--- src/rtl/wb4_fifo_pkg.sv ---
// Shared helpers for the WB4 synchronous FIFO: address/count width derivation
// and parameter legality checks used at elaboration.
package wb4_fifo_pkg;

    function automatic int ceil_log2(input int value);
        int result;
        result = 0;
        for (int i = 0; i < 31; i++) begin
            if ((1 << i) < value) result = i + 1;
        end
        return result;
    endfunction

    // Pointer MSB: pointers wrap naturally over P_DEPTH entries.
    function automatic int addr_msb(input int depth);
        return ceil_log2(depth) - 1;
    endfunction

    // Count MSB: one extra bit so the count can represent 0..P_DEPTH.
    function automatic int cnt_msb(input int depth);
        return ceil_log2(depth);
    endfunction

    function automatic bit params_ok(input int depth, input int afull_lvl, input int aempty_lvl);
        bit pow2;
        pow2 = (depth >= 4) && ((depth & (depth - 1)) == 0);
        return pow2 && (afull_lvl >= 1) && (afull_lvl <= depth) &&
               (aempty_lvl >= 0) && (aempty_lvl <= depth - 1);
    endfunction

endpackage

--- src/rtl/generic_sbram.sv ---
// Simple dual-port RAM: one synchronous write port, one registered read port
// whose output holds between reads.
module generic_sbram #(
    parameter int P_DATA_W = 8,
    parameter int P_ADDR_W = 4
) (
    input  logic                i_clk,
    input  logic                i_rst_n,
    input  logic                i_we,
    input  logic [P_ADDR_W-1:0] i_waddr,
    input  logic [P_DATA_W-1:0] i_wdata,
    input  logic                i_re,
    input  logic [P_ADDR_W-1:0] i_raddr,
    output logic [P_DATA_W-1:0] o_rdata
);

    logic [P_DATA_W-1:0] mem [2**P_ADDR_W];

    // NOTE: the array itself has no reset so it maps onto block RAM; only the output register is reset.
    always_ff @(posedge i_clk) begin
        if (i_we) mem[i_waddr] <= i_wdata;
    end

    always_ff @(posedge i_clk) begin
        if (!i_rst_n)  o_rdata <= '0;
        else if (i_re) o_rdata <= mem[i_raddr];
    end

endmodule

--- src/rtl/wb4_sync_fifo_flow.sv ---
// Wishbone B4 pipelined synchronous FIFO with registered flags and read data.
// Define WB4_FIFO_LEVEL_EN to expose the occupancy count on o_level.
module wb4_sync_fifo_flow
    import wb4_fifo_pkg::*;
#(
    parameter int P_DATA_MSB   = 7,
    parameter int P_DEPTH      = 16,
    parameter int P_AFULL_LVL  = 12,
    parameter int P_AEMPTY_LVL = 4,
    parameter int P_USE_BRAM   = 1
) (
    input  logic                  i_clk,
    input  logic                  i_rst_n,
    input  logic                  i_wb4_in_scyc,
    input  logic                  i_wb4_in_sstb,
    input  logic [P_DATA_MSB:0]   i_wb4_in_sdata,
    output logic                  o_wb4_in_sack,
    output logic                  o_wb4_in_sstall,
    output logic                  o_wb4_in_stgd,
    input  logic                  i_wb4_out_scyc,
    input  logic                  i_wb4_out_sstb,
    output logic [P_DATA_MSB:0]   o_wb4_out_sdata,
    output logic                  o_wb4_out_sack,
    output logic                  o_wb4_out_sstall,
`ifdef WB4_FIFO_LEVEL_EN
    output logic                  o_wb4_out_stgd,
    output logic [cnt_msb(P_DEPTH):0] o_level
`else
    output logic                  o_wb4_out_stgd
`endif
);

    localparam int L_ADDR_MSB = addr_msb(P_DEPTH);
    localparam int L_CNT_MSB  = cnt_msb(P_DEPTH);
    localparam logic [L_CNT_MSB:0] L_FULL   = (L_CNT_MSB + 1)'(P_DEPTH);
    localparam logic [L_CNT_MSB:0] L_AFULL  = (L_CNT_MSB + 1)'(P_AFULL_LVL);
    localparam logic [L_CNT_MSB:0] L_AEMPTY = (L_CNT_MSB + 1)'(P_AEMPTY_LVL);

    if (!params_ok(P_DEPTH, P_AFULL_LVL, P_AEMPTY_LVL)) begin : g_param_err
        $error("wb4_sync_fifo_flow: P_DEPTH must be a power of 2 >= 4 and thresholds in range");
    end

    logic [L_ADDR_MSB:0] wr_ptr;
    logic [L_ADDR_MSB:0] rd_ptr;
    logic [L_CNT_MSB:0]  count;
    logic [L_CNT_MSB:0]  count_nxt;
    logic                in_stall_q;
    logic                out_stall_q;
    logic                afull_q;
    logic                aempty_q;
    logic                in_ack_q;
    logic                out_ack_q;
    logic                push;
    logic                pop;
    logic [P_DATA_MSB:0] rd_data;

    // Stalls are registered, so acceptance never depends combinationally on the strobe.
    assign push = i_wb4_in_scyc & i_wb4_in_sstb & ~in_stall_q;
    assign pop  = i_wb4_out_scyc & i_wb4_out_sstb & ~out_stall_q;

    always_comb begin
        count_nxt = count;
        case ({push, pop})
            2'b10:   count_nxt = count + 1'b1;
            2'b01:   count_nxt = count - 1'b1;
            default: count_nxt = count;
        endcase
    end

    always_ff @(posedge i_clk) begin
        if (!i_rst_n) begin
            wr_ptr      <= '0;
            rd_ptr      <= '0;
            count       <= '0;
            in_stall_q  <= 1'b0;
            out_stall_q <= 1'b1;
            afull_q     <= 1'b0;
            aempty_q    <= 1'b1;
            in_ack_q    <= 1'b0;
            out_ack_q   <= 1'b0;
        end else begin
            if (push) wr_ptr <= wr_ptr + 1'b1;
            if (pop)  rd_ptr <= rd_ptr + 1'b1;
            count       <= count_nxt;
            in_stall_q  <= (count_nxt == L_FULL);
            out_stall_q <= (count_nxt == '0);
            afull_q     <= (count_nxt >= L_AFULL);
            aempty_q    <= (count_nxt <= L_AEMPTY);
            in_ack_q    <= push;
            out_ack_q   <= pop;
        end
    end

    if (P_USE_BRAM != 0) begin : g_bram
        generic_sbram #(
            .P_DATA_W (P_DATA_MSB + 1),
            .P_ADDR_W (L_ADDR_MSB + 1)
        ) u_ram (
            .i_clk   (i_clk),
            .i_rst_n (i_rst_n),
            .i_we    (push),
            .i_waddr (wr_ptr),
            .i_wdata (i_wb4_in_sdata),
            .i_re    (pop),
            .i_raddr (rd_ptr),
            .o_rdata (rd_data)
        );
    end else begin : g_lut
        logic [P_DATA_MSB:0] mem [P_DEPTH];

        always_ff @(posedge i_clk) begin
            if (push) mem[wr_ptr] <= i_wb4_in_sdata;
        end

        always_ff @(posedge i_clk) begin
            if (!i_rst_n) rd_data <= '0;
            else if (pop) rd_data <= mem[rd_ptr];
        end
    end

    // NOTE: acks are gated by the live cyc so a master that aborts in the ack cycle sees no ack.
    assign o_wb4_in_sack    = in_ack_q & i_wb4_in_scyc;
    assign o_wb4_out_sack   = out_ack_q & i_wb4_out_scyc;
    assign o_wb4_in_sstall  = in_stall_q;
    assign o_wb4_out_sstall = out_stall_q;
    assign o_wb4_in_stgd    = afull_q;
    assign o_wb4_out_stgd   = aempty_q;
    assign o_wb4_out_sdata  = rd_data;

`ifdef WB4_FIFO_LEVEL_EN
    assign o_level = count;
`endif

endmodule

--- config.mk ---
export PLATFORM = sky130hd
export DESIGN_NAME = wb4_sync_fifo_flow
export DESIGN_NICKNAME = d
export VERILOG_FILES = /design/src/rtl/wb4_fifo_pkg.sv /design/src/rtl/generic_sbram.sv /design/src/rtl/wb4_sync_fifo_flow.sv
export SDC_FILE = /design/constraint.sdc
export NUM_CORES = 1
export LEC_CHECK = 0
export BUFFER_PORTS_ARGS = -buffer_cell sky130_fd_sc_hd__buf_4
export CAP_MARGIN = 20
export CELL_PAD_IN_SITES_DETAIL_PLACEMENT = 1
export CELL_PAD_IN_SITES_GLOBAL_PLACEMENT = 1
export CORE_ASPECT_RATIO = 1.5
export CORE_MARGIN = 5
export CORE_UTILIZATION = 52
export DETAILED_ROUTE_END_ITERATION = 7
export PLACE_DENSITY = 0.82
export SLEW_MARGIN = 30
export SYNTH_ARGS = -nofsm -noshare
export SYNTH_HDL_FRONTEND = slang
export SYNTH_HIERARCHICAL = 1
export SYNTH_SLANG_ARGS = --single-unit
export TNS_END_PERCENT = 30
--- constraint.sdc ---
create_clock -name i_clk -period 2.5 [get_ports i_clk]
set_input_delay 0.5 -clock i_clk [delete_from_list [all_inputs] [get_ports i_clk]]
set_output_delay 0.5 -clock i_clk [all_outputs]
set_load 0.005 [all_outputs]
# After elaboration in Yosys (flattened, before gate mapping)
# Memories as Yosys holds them, arrays and structs flattened. A register that Yosys moved wholly into a read port is not among the register bits.
# Index checks and enable logic that the tools add are counted.
# word_totals
out_inout_bits	14
mem_bits_rw	128
memories	1
regBits	19
# classes
order_cmp	2
n_mux	3
reduce_logical	2
n_addsub	4
bitwise_logic	8
eq_ne	3
# memory_table
name	depth	word_bits	read_ports	rd_clocked_by_memory_dff	write_ports	line_no	rtl
g_bram.u_ram.mem	16	8	1	1	1	generic_sbram.sv:17	logic [P_DATA_W-1:0] mem [2**P_ADDR_W];
# op_table
op	n
5-bit case mux with 2 select lines	1
4-bit by 1-bit adder with 4-bit output (second input constant)	2
1-bit AND	6
5-bit by 1-bit adder with 5-bit output (second input constant)	1
5-bit equality test (second input constant)	1
5-bit by 4-bit >= comparator with 1-bit output (second input constant)	1
5-bit by 3-bit less-or-equal comparator with 1-bit output (second input constant)	1
5-bit logical NOT	1
5-bit by 1-bit subtractor with 5-bit output (second input constant)	1
2-bit by 1-bit equality test with 1-bit output (second input constant)	1
2-bit equality test (second input constant)	1
1-bit two-way mux	2
1-bit NOT	2
1-bit logical NOT	1

# Logic depth before layout (Yosys ltp)
# Gate-level depths: netlist (run 1).
# depth
ltp_word	5
depth_mapped	11
depth_no_buf	11

# Cells and area by module
# Netlist (run 1), hierarchy kept.
# modules_own_cells
module	cells_per_inst	seq_area_each_um2	area_each_um2	n_inst
generic_sbram	318	4003.8	5351.4	1
wb4_sync_fifo_flow	98	380.4	954.7	1

# Worst setup path before layout (run 1)
# OpenSTA, ideal clock, no wires.
# synth_timing
kind	input to register
start	in i_wb4_in_sstb
end	reg aempty_q, in the netlist o_wb4_out_stgd
t_arrival_ns	2.095
required_ns	2.385
path_buffers	1
path_stages	9
slack_ns	0.291
cell_sequence	nand3b_4 -> ha_1 -> buf_2 -> or3_1 -> nor4b_1 -> a211oi_1 -> xnor2_2 -> o21ai_1 -> o21a_1
# synth_via
elab_chain_cells	5
word_cells_on_any_way	6
cone_classes	order compare: 1; eq/ne: 2; mux: 1; bitwise: 2
# synth_lines
item	line_no	rtl
start, declared	wb4_sync_fifo_flow.sv:15	input logic i_wb4_in_sstb,
1-bit AND * (2 in series)	wb4_sync_fifo_flow.sv:58	assign push = i_wb4_in_scyc & i_wb4_in_sstb & ~in_stall_q;
2-bit by 1-bit equality test with 1-bit output or 2-bit equality test (tied branches)	wb4_sync_fifo_flow.sv:63	case ({push, pop})
5-bit case mux with 2 select lines *	wb4_sync_fifo_flow.sv:63	
5-bit by 3-bit less-or-equal comparator with 1-bit output *	wb4_sync_fifo_flow.sv:88	aempty_q <= (count_nxt <= L_AEMPTY);
end signal, assigned	wb4_sync_fifo_flow.sv:88	
end, declared	wb4_sync_fifo_flow.sv:50	logic aempty_q;
# Every way passes the cells marked *; elsewhere a longest branch is shown, timed or not.
# A chain may end at the register's enable or synchronous reset.

# Worst setup path after layout (run 1)
# layout_timing
start	reg out_stall_q, in the netlist o_wb4_out_sstall
end	reg out_stall_q, in the netlist o_wb4_out_sstall
# layout_via
elab_chain_cells	5
word_cells_on_any_way	6
cone_classes	eq/ne: 2; mux: 1; bitwise: 2; reduce/logical: 1
# layout_lines
item	line_no	rtl
start, declared	wb4_sync_fifo_flow.sv:48	logic out_stall_q;
start signal, assigned	wb4_sync_fifo_flow.sv:86	out_stall_q <= (count_nxt == '0);
1-bit NOT *	wb4_sync_fifo_flow.sv:59	assign pop = i_wb4_out_scyc & i_wb4_out_sstb & ~out_stall_q;
1-bit AND *	wb4_sync_fifo_flow.sv:59	
net pop	wb4_sync_fifo_flow.sv:54	logic pop;
2-bit by 1-bit equality test with 1-bit output or 2-bit equality test (tied branches)	wb4_sync_fifo_flow.sv:63	
5-bit case mux with 2 select lines *	wb4_sync_fifo_flow.sv:63	
5-bit logical NOT *	wb4_sync_fifo_flow.sv:86	
# The timed path passes the listed nets; every way through them passes the cells marked *.

==> run metrics, run 1 <==
Final setup viols=0; CP cell instances=nand3b_4 > inv_2 > nand2_2 > xnor2_1 > ha_1 > a21oi_1 > nor2b_1 > mux2i_1 > xnor2_1 > or3b_4 > o21ai_2; antenna fix cells=0; Initial Util=between 50% and 60%; Reg2Reg Depth=11; vias=~3800; first drt pass iteration count=5; Residual DRC=0; RSZ-0062 raised after global routing=no; status=complete, no violations; Die H=145 µm; Global Route met3 Usage=3.93%; Mapped Area=about 6300 µm²; GR peak layer=met2; Crit Path Max Fanout=6; CTS clk-pin slew, worst paths=60 ps; number of DRC markers in iteration 0=around 270; fmax=between 400 and 500 MHz; first-pass GRT wire length=about 25000 µm; Syn. warnings=6; period utilisation layout=93.4%; io pins=28; worst reg2reg path startpoint=o_wb4_out_sstall$_SDFF_PN1_; FP Rows=49; Final Total Pwr=around 0.006 W; WP data required=~2900 ps; Routed Antenna Nets=0; Global Route Usage Sum=between 20% and 30%; HPWL Detailed=9930 µm; Seq/Total Area, Yosys=a little under 70%; most common cell after layout, fill and taps aside=edfxtp_1; Period minus WS final=about 2300 ps; Area Growth Syn to Fin=17.2%; later-pin clock latency in the skew report=about 420 ps; GPL Wtd Cong=0.776; Worst Hold Path EP=o_wb4_out_sstall$_SDFF_PN1_; critical path's largest stage delay=390 ps; CTS tree=yes; Setup Buffers After CTS=0; WS Path Type=flip-flop to flip-flop; Max Cap Viol=0; Worst Path Arrival=about 2700 ps; Max clock buf depth=2; reg2reg end=o_wb4_out_sstall$_SDFF_PN1_; Port Buffers=27; Power Dens Cells=803 nW/µm²; Yosys cell types=between 40 and 50; Avg Vias per Cell=approximately 6.0; slowest CP cell=or3b_4; number of hold buffers added after cts=0; gr ovfl total=0; worst hold stages=2; Layout Nets=around 490; Worst Hold Launch=i_rst_n; post-cts gate resize count=0; fraction of layout cells with a size suffix above 1=between 10% and 20%; CP endpoint kind=flip-flop; Synth Area per Inst=~15 µm²; M1 GR Usage=around a quarter; Core Footprint=about 12000 µm²; Max Slew Vio Count=0; Worst Setup SP=o_wb4_out_sstall$_SDFF_PN1_; final wirelength=15900 µm; die footprint=approximately 14000 µm²; syn_nets=434; largest net degree at the start of global routing=30; chip width=99.9 µm; static leakage=2.53 nW; setup TNS=0 ps; R2R Setup Slk=170 ps; Yosys reg bits=155; met2 Track Usage GR=44.2%; Setup crit start kind=flip-flop; Max IR drop VDD=527 µV; final hold vios=0; most frequent cells in the layout=edfxtp_1, mux2i_1, buf_4; vias in the first global route=around 4200; slew margin rel.=65.1%; post-synthesis cell count=~420; Inserted Clock Buffers=17; most used cell along the critical path=xnor2_1; worst hold path class=input port to flip-flop; Root Driver=clkbuf_16; H-tree lvl count=4; initial antenna violation count=0; clock skew=between 7 and 8 ps; routed len/inst=~25 µm; Worst Tran Pin Value=between 500 and 600 ps; clk sinks=roughly 160
==> worst max path at each step <==
| stage | end | slack [ps] |
|---|---|---|
| after floorplan | o_wb4_out_stgd$_SDFF_PN1_ | 290 |
| after global routing | o_wb4_out_sstall$_SDFF_PN1_ | 70 |
| after detailed placement | o_wb4_out_sstall$_SDFF_PN1_ | 50 |
| after CTS | o_wb4_out_sstall$_SDFF_PN1_ | 180 |
| after global placement | o_wb4_out_sstall$_SDFF_PN1_ | 190 |
| final | o_wb4_out_sstall$_SDFF_PN1_ | 170 |
==> cell usage after synthesis, drive strengths merged <==
cell type / n / share of area (%)
inv: 5 / 0.30
nand4: 3 / 0.30
o22ai: 1 / 0.099
or3b: 3 / 0.46
or3: 1 / 0.099
a211oi: 1 / 0.12
nand4b: 1 / 0.14
a21o: 1 / 0.12
nor2: 16 / 1.0
a22oi: 24 / 2.9
dfxtp: 27 / 8.6
and3: 1 / 0.099
a21boi: 2 / 0.24
buf: 17 / 2.6
a21oi: 11 / 0.93
xor2: 1 / 0.26
xnor2: 9 / 1.4
mux2i: 66 / 10
o21ai: 3 / 0.30
nand2: 28 / 1.7
and2: 12 / 1.2
nor4: 1 / 0.099
ha: 4 / 0.79
clkbuf: 1 / 0.059
nand3: 27 / 2.1
nor2b: 5 / 0.50
o21a: 1 / 0.12
o211ai: 1 / 0.12
nor4b: 1 / 0.14
nand2b: 6 / 0.60
edfxtp: 128 / 61
nand3b: 4 / 0.87
nor3: 4 / 0.32
==> where the power goes <==
group          internal (W)  switching (W)  leakage [nW]
clock network       0.00179        0.00107         0.310
registers           0.00282      0.0000294          1.37
logic             0.0000935       0.000136         0.843
total               0.00470        0.00123          2.53
==> through the flow <==
| step | util [%] | setup slack, ps | instances | hold WS (ps) | area (µm²) |
|---|---|---|---|---|---|
| after floorplan | - | 291 | 416 | 450 | 6310 |
| after global placement | 56.4 | 190 | 604 | 438 | 6740 |
| after detailed placement | 56.4 | 53.1 | 604 | 466 | 6740 |
| after CTS | 61.8 | 184 | 636 | 368 | 7390 |
| after global routing | 61.8 | 70.2 | 636 | 377 | 7390 |
| final | 61.8 | 165 | 636 | 371 | 7390 |
==> sequential cells by signal, summed over array words and instances, names as in the netlist <==
signal,flops
in_ack_q,1
o_wb4_in_sstall,1
rd_ptr,4
g_bram.u_ram/o_rdata,8
o_wb4_out_sstall,1
o_wb4_in_stgd,1
wr_ptr,4
out_ack_q,1
count,5
o_wb4_out_stgd,1
g_bram.u_ram/mem,128
==> worst max-delay path: cells and delay by family (launching register included) <==
kind,cells,cell delay (ps)
buf+inv,1,90
simple gates,4,850
flops,1,340
xor+xnor,2,290
mux,1,90
fa+ha+maj,1,250
compound gates,2,360
==> per-layer routing <==
layer / vias up / routed length [µm] / part of all wire (%)
met2: 120 / 8910 / 56
li1: 1679 / - / -
met3: 35 / 541 / 3.4
met5: - / 0 / 0
met4: 0 / 398 / 2.5
met1: 1951 / 6070 / 38
==> cell type report <==
type	count	area [µm²]
Fill cell	1122	4560
Sequential cell	155	4390
Multi-Input combinational cell	238	1730
Clock buffer	19	433
Timing Repair Buffer	53	410
Clock inverter	13	216
Tap cell	153	191
Inverter	5	18.8
==> logic make-up after synthesis <==
logic type	share of synthesized area (%)
muxes	10.5
buffers and inverters	3.00
DFF	69.5
xor gates and xnor gates	1.63
AOI/OAI and AO/OA	4.90
and+or+nand+nor	9.68
adders and majority gates	0.794
No activity file was read; power rests on OpenSTA's default activity.
==> inputs of run 2 (changes only) <==
CORE_UTILIZATION = 56   (was 52)
PLACE_DENSITY = 0.87   (was 0.82)
clock period = 2.7 ns   (was 2.5 ns; I/O delays follow)
==> run 2 against run 1 <==
Sequential power down 7.4%. Global-route usage up 1.4 points. Sequential share of layout area up 1.3 points. Clock skew up 1.3 ps. Routed wire length up 2.1%. Non-clock buffer count down 8. Clock power down 20%.
==> run metrics, run 2 (same netlist as run 1, synthesis figures left out) <==
Residual DRC=0 (unchanged); Initial Util=57.0% (+4.3 points); clock skew=8.71 ps (+1.33 ps); most common cell after layout, fill and taps aside=edfxtp_1; Routed Antenna Nets=0 (unchanged); CP cell instances=nand3b_4 > inv_2 > nand2_2 > xnor2_1 > ha_1 > a21oi_1 > nor2b_1 > mux2i_1 > xnor2_1 > or3b_4 > o21ai_2; Root Driver=clkbuf_16; later-pin clock latency in the skew report=420 ps (about the same); antenna fix cells=0 (unchanged); Max Cap Viol=0 (unchanged); Core Footprint=11100 µm² (-7.5%); initial antenna violation count=0 (unchanged); post-cts gate resize count=0 (unchanged); vias in the first global route=4300 (+2.5%); H-tree lvl count=4 (unchanged); Top Registers=g_bram.u_ram/mem x128, g_bram.u_ram/o_rdata x8, count x5; WP data required=3050 ps (+200 ps); RSZ-0062 raised after global routing=no; FP Rows=47 (-4.1%); Placement Setup Slack=107 ps (+53.6 ps); first-pass GRT wire length=24900 µm (+0.50%); routed len/inst=26.1 µm (+4.4%); WS Path Type=flip-flop to flip-flop; number of DRC markers in iteration 0=284 (+4.4%); Final setup viols=0 (unchanged); Crit Path Max Fanout=9 (+3); Area Growth Syn to Fin=14.7%; Power Dens Cells=711 nW/µm² (-11%); Period minus WS final=2420 ps (+86.9 ps); slowest CP cell=or3b_4; reg2reg end=o_wb4_out_sstall$_SDFF_PN1_; number of hold buffers added after cts=0 (unchanged); Avg Vias per Cell=6.08 (+2.2%); largest reg by FF count=g_bram.u_ram/mem; Setup crit start kind=flip-flop; CP endpoint kind=flip-flop; R2R Setup Slk=280 ps (+110 ps); final hold vios=0 (unchanged); Layout Nets=480 (-1.6%); largest net degree at the start of global routing=43 (+43%); Port Buffers=27 (unchanged); most used cell along the critical path=xnor2_1; fmax=413 MHz (-3.6%); critical path's largest stage delay=400 ps (about the same); static leakage=2.44 nW (-3.3%); final wirelength=16300 µm (+2.1%); slew margin rel.=41.4% (-24 points); Inserted Clock Buffers=17 (unchanged); Final Total Pwr=0.00514 W (-13%); die footprint=13500 µm² (-6.5%); clk sinks=155 (unchanged); Worst Hold Path EP=o_wb4_out_sstall$_SDFF_PN1_; Max clock buf depth=2 (unchanged); Worst Tran Pin Value=877 ps (+353 ps); worst hold stages=2 (unchanged); max reg flops=128 (unchanged); setup ws final=279 ps (+113 ps); worst hold path class=input port to flip-flop; final non-filler cell total=622 (-2.2%); Reg2Reg Depth=11 (unchanged); setup TNS=0 ps (unchanged); CTS clk-pin slew, worst paths=60 ps (about the same); period utilisation layout=89.7% (-3.7 points); Max IR drop VDD=457 µV (-13%); chip width=96.6 µm (-3.3%); placed insts=590 (-2.3%); Setup Buffers After CTS=0 (unchanged); Worst Hold Launch=i_rst_n; HPWL Detailed=9710 µm (-2.2%); io pins=28 (unchanged); vias=3784 (-0.026%); first drt pass iteration count=5 (unchanged); fraction of layout cells with a size suffix above 1=18.1% (-1.8 points); CTS tree=yes; Worst Path Arrival=2780 ps (+90 ps); Die H=140 µm (-3.4%); gr ovfl total=0 (unchanged); GPL Wtd Cong=0.784 (+1.0%); Global Route Usage Sum=24.8% (+1.4 points); status=complete, no violations; most frequent cells in the layout=edfxtp_1, mux2i_1, buf_4; Max Slew Vio Count=0 (unchanged); worst reg2reg path startpoint=o_wb4_out_sstall$_SDFF_PN1_
run 2: changes by cell type in the layout (fill, tap and decap cells not counted):
cell        previous run  this run
buf_4                 52        44
bufinv_16              5         2
clkinv_1               0         2
clkinv_2               1         4
clkinv_4               3         2
clkinvlp_4             2         3
inv_6                  1         0
inv_8                  1         0
run 2: cell type report:
type,count,area [µm²]
clock buffer,19,433
clock inverter,13,128
fill,1050,3820
inverter,5,18.8
multi-input combinational,238,1730
sequential,155,4390
tap,147,184
timing repair buffer,45,350
run 2: power by group:
part | switching, W | total, W | internal, W
Clock | 0.000939 | 0.00229 | 0.00135
Sequential | 0.0000273 | 0.00264 | 0.00261
Combinational | 0.000131 | 0.000214 | 0.0000830
Total | 0.00110 | 0.00514 | 0.00404
run 2: through the flow:
stage               util (%)  hold slack (ps)  area, µm²
global placement        60.4              440       6670
CTS                     65.4              399       7230
detailed placement      60.4              454       6670
finish                  65.4              412       7230
global route            65.4              397       7230
floorplan                  -              450       6310
run 2: how the worst max path moves through the flow:
stage | from | end | slack (ps) | cells past startpoint
after floorplan | i_wb4_in_sstb | o_wb4_out_stgd$_SDFF_PN1_ | 450 | 9
after global placement | i_wb4_out_sstb | o_wb4_out_sstall$_SDFF_PN1_ | 260 | 12
after detailed placement | i_wb4_out_sstb | o_wb4_out_sstall$_SDFF_PN1_ | 110 | 12
after CTS | o_wb4_out_sstall$_SDFF_PN1_ | o_wb4_out_sstall$_SDFF_PN1_ | 280 | 11
after global routing | o_wb4_out_sstall$_SDFF_PN1_ | o_wb4_out_sstall$_SDFF_PN1_ | 150 | 11
final | o_wb4_out_sstall$_SDFF_PN1_ | o_wb4_out_sstall$_SDFF_PN1_ | 280 | 11
run 2: layer usage:
layer | GRT usage, % | up-vias | wire length (µm)
met2 | 45.5 | 161 | 8880
met4 | 10.5 | 0 | 546
met1 | 27.1 | 1909 | 6100
li1 | - | 1669 | -
met5 | 0 | - | 0
met3 | 6.22 | 45 | 729
run 2: worst max-delay path: cells and delay by family (launching register included):
family,cells,cell delay [ps]
and+or+nand+nor,4,880
AOI/OAI and AO/OA,2,310
buffers and inverters,1,170
adders and majority gates,1,260
xor gates and xnor gates,2,320
muxes,1,90
DFF,1,330
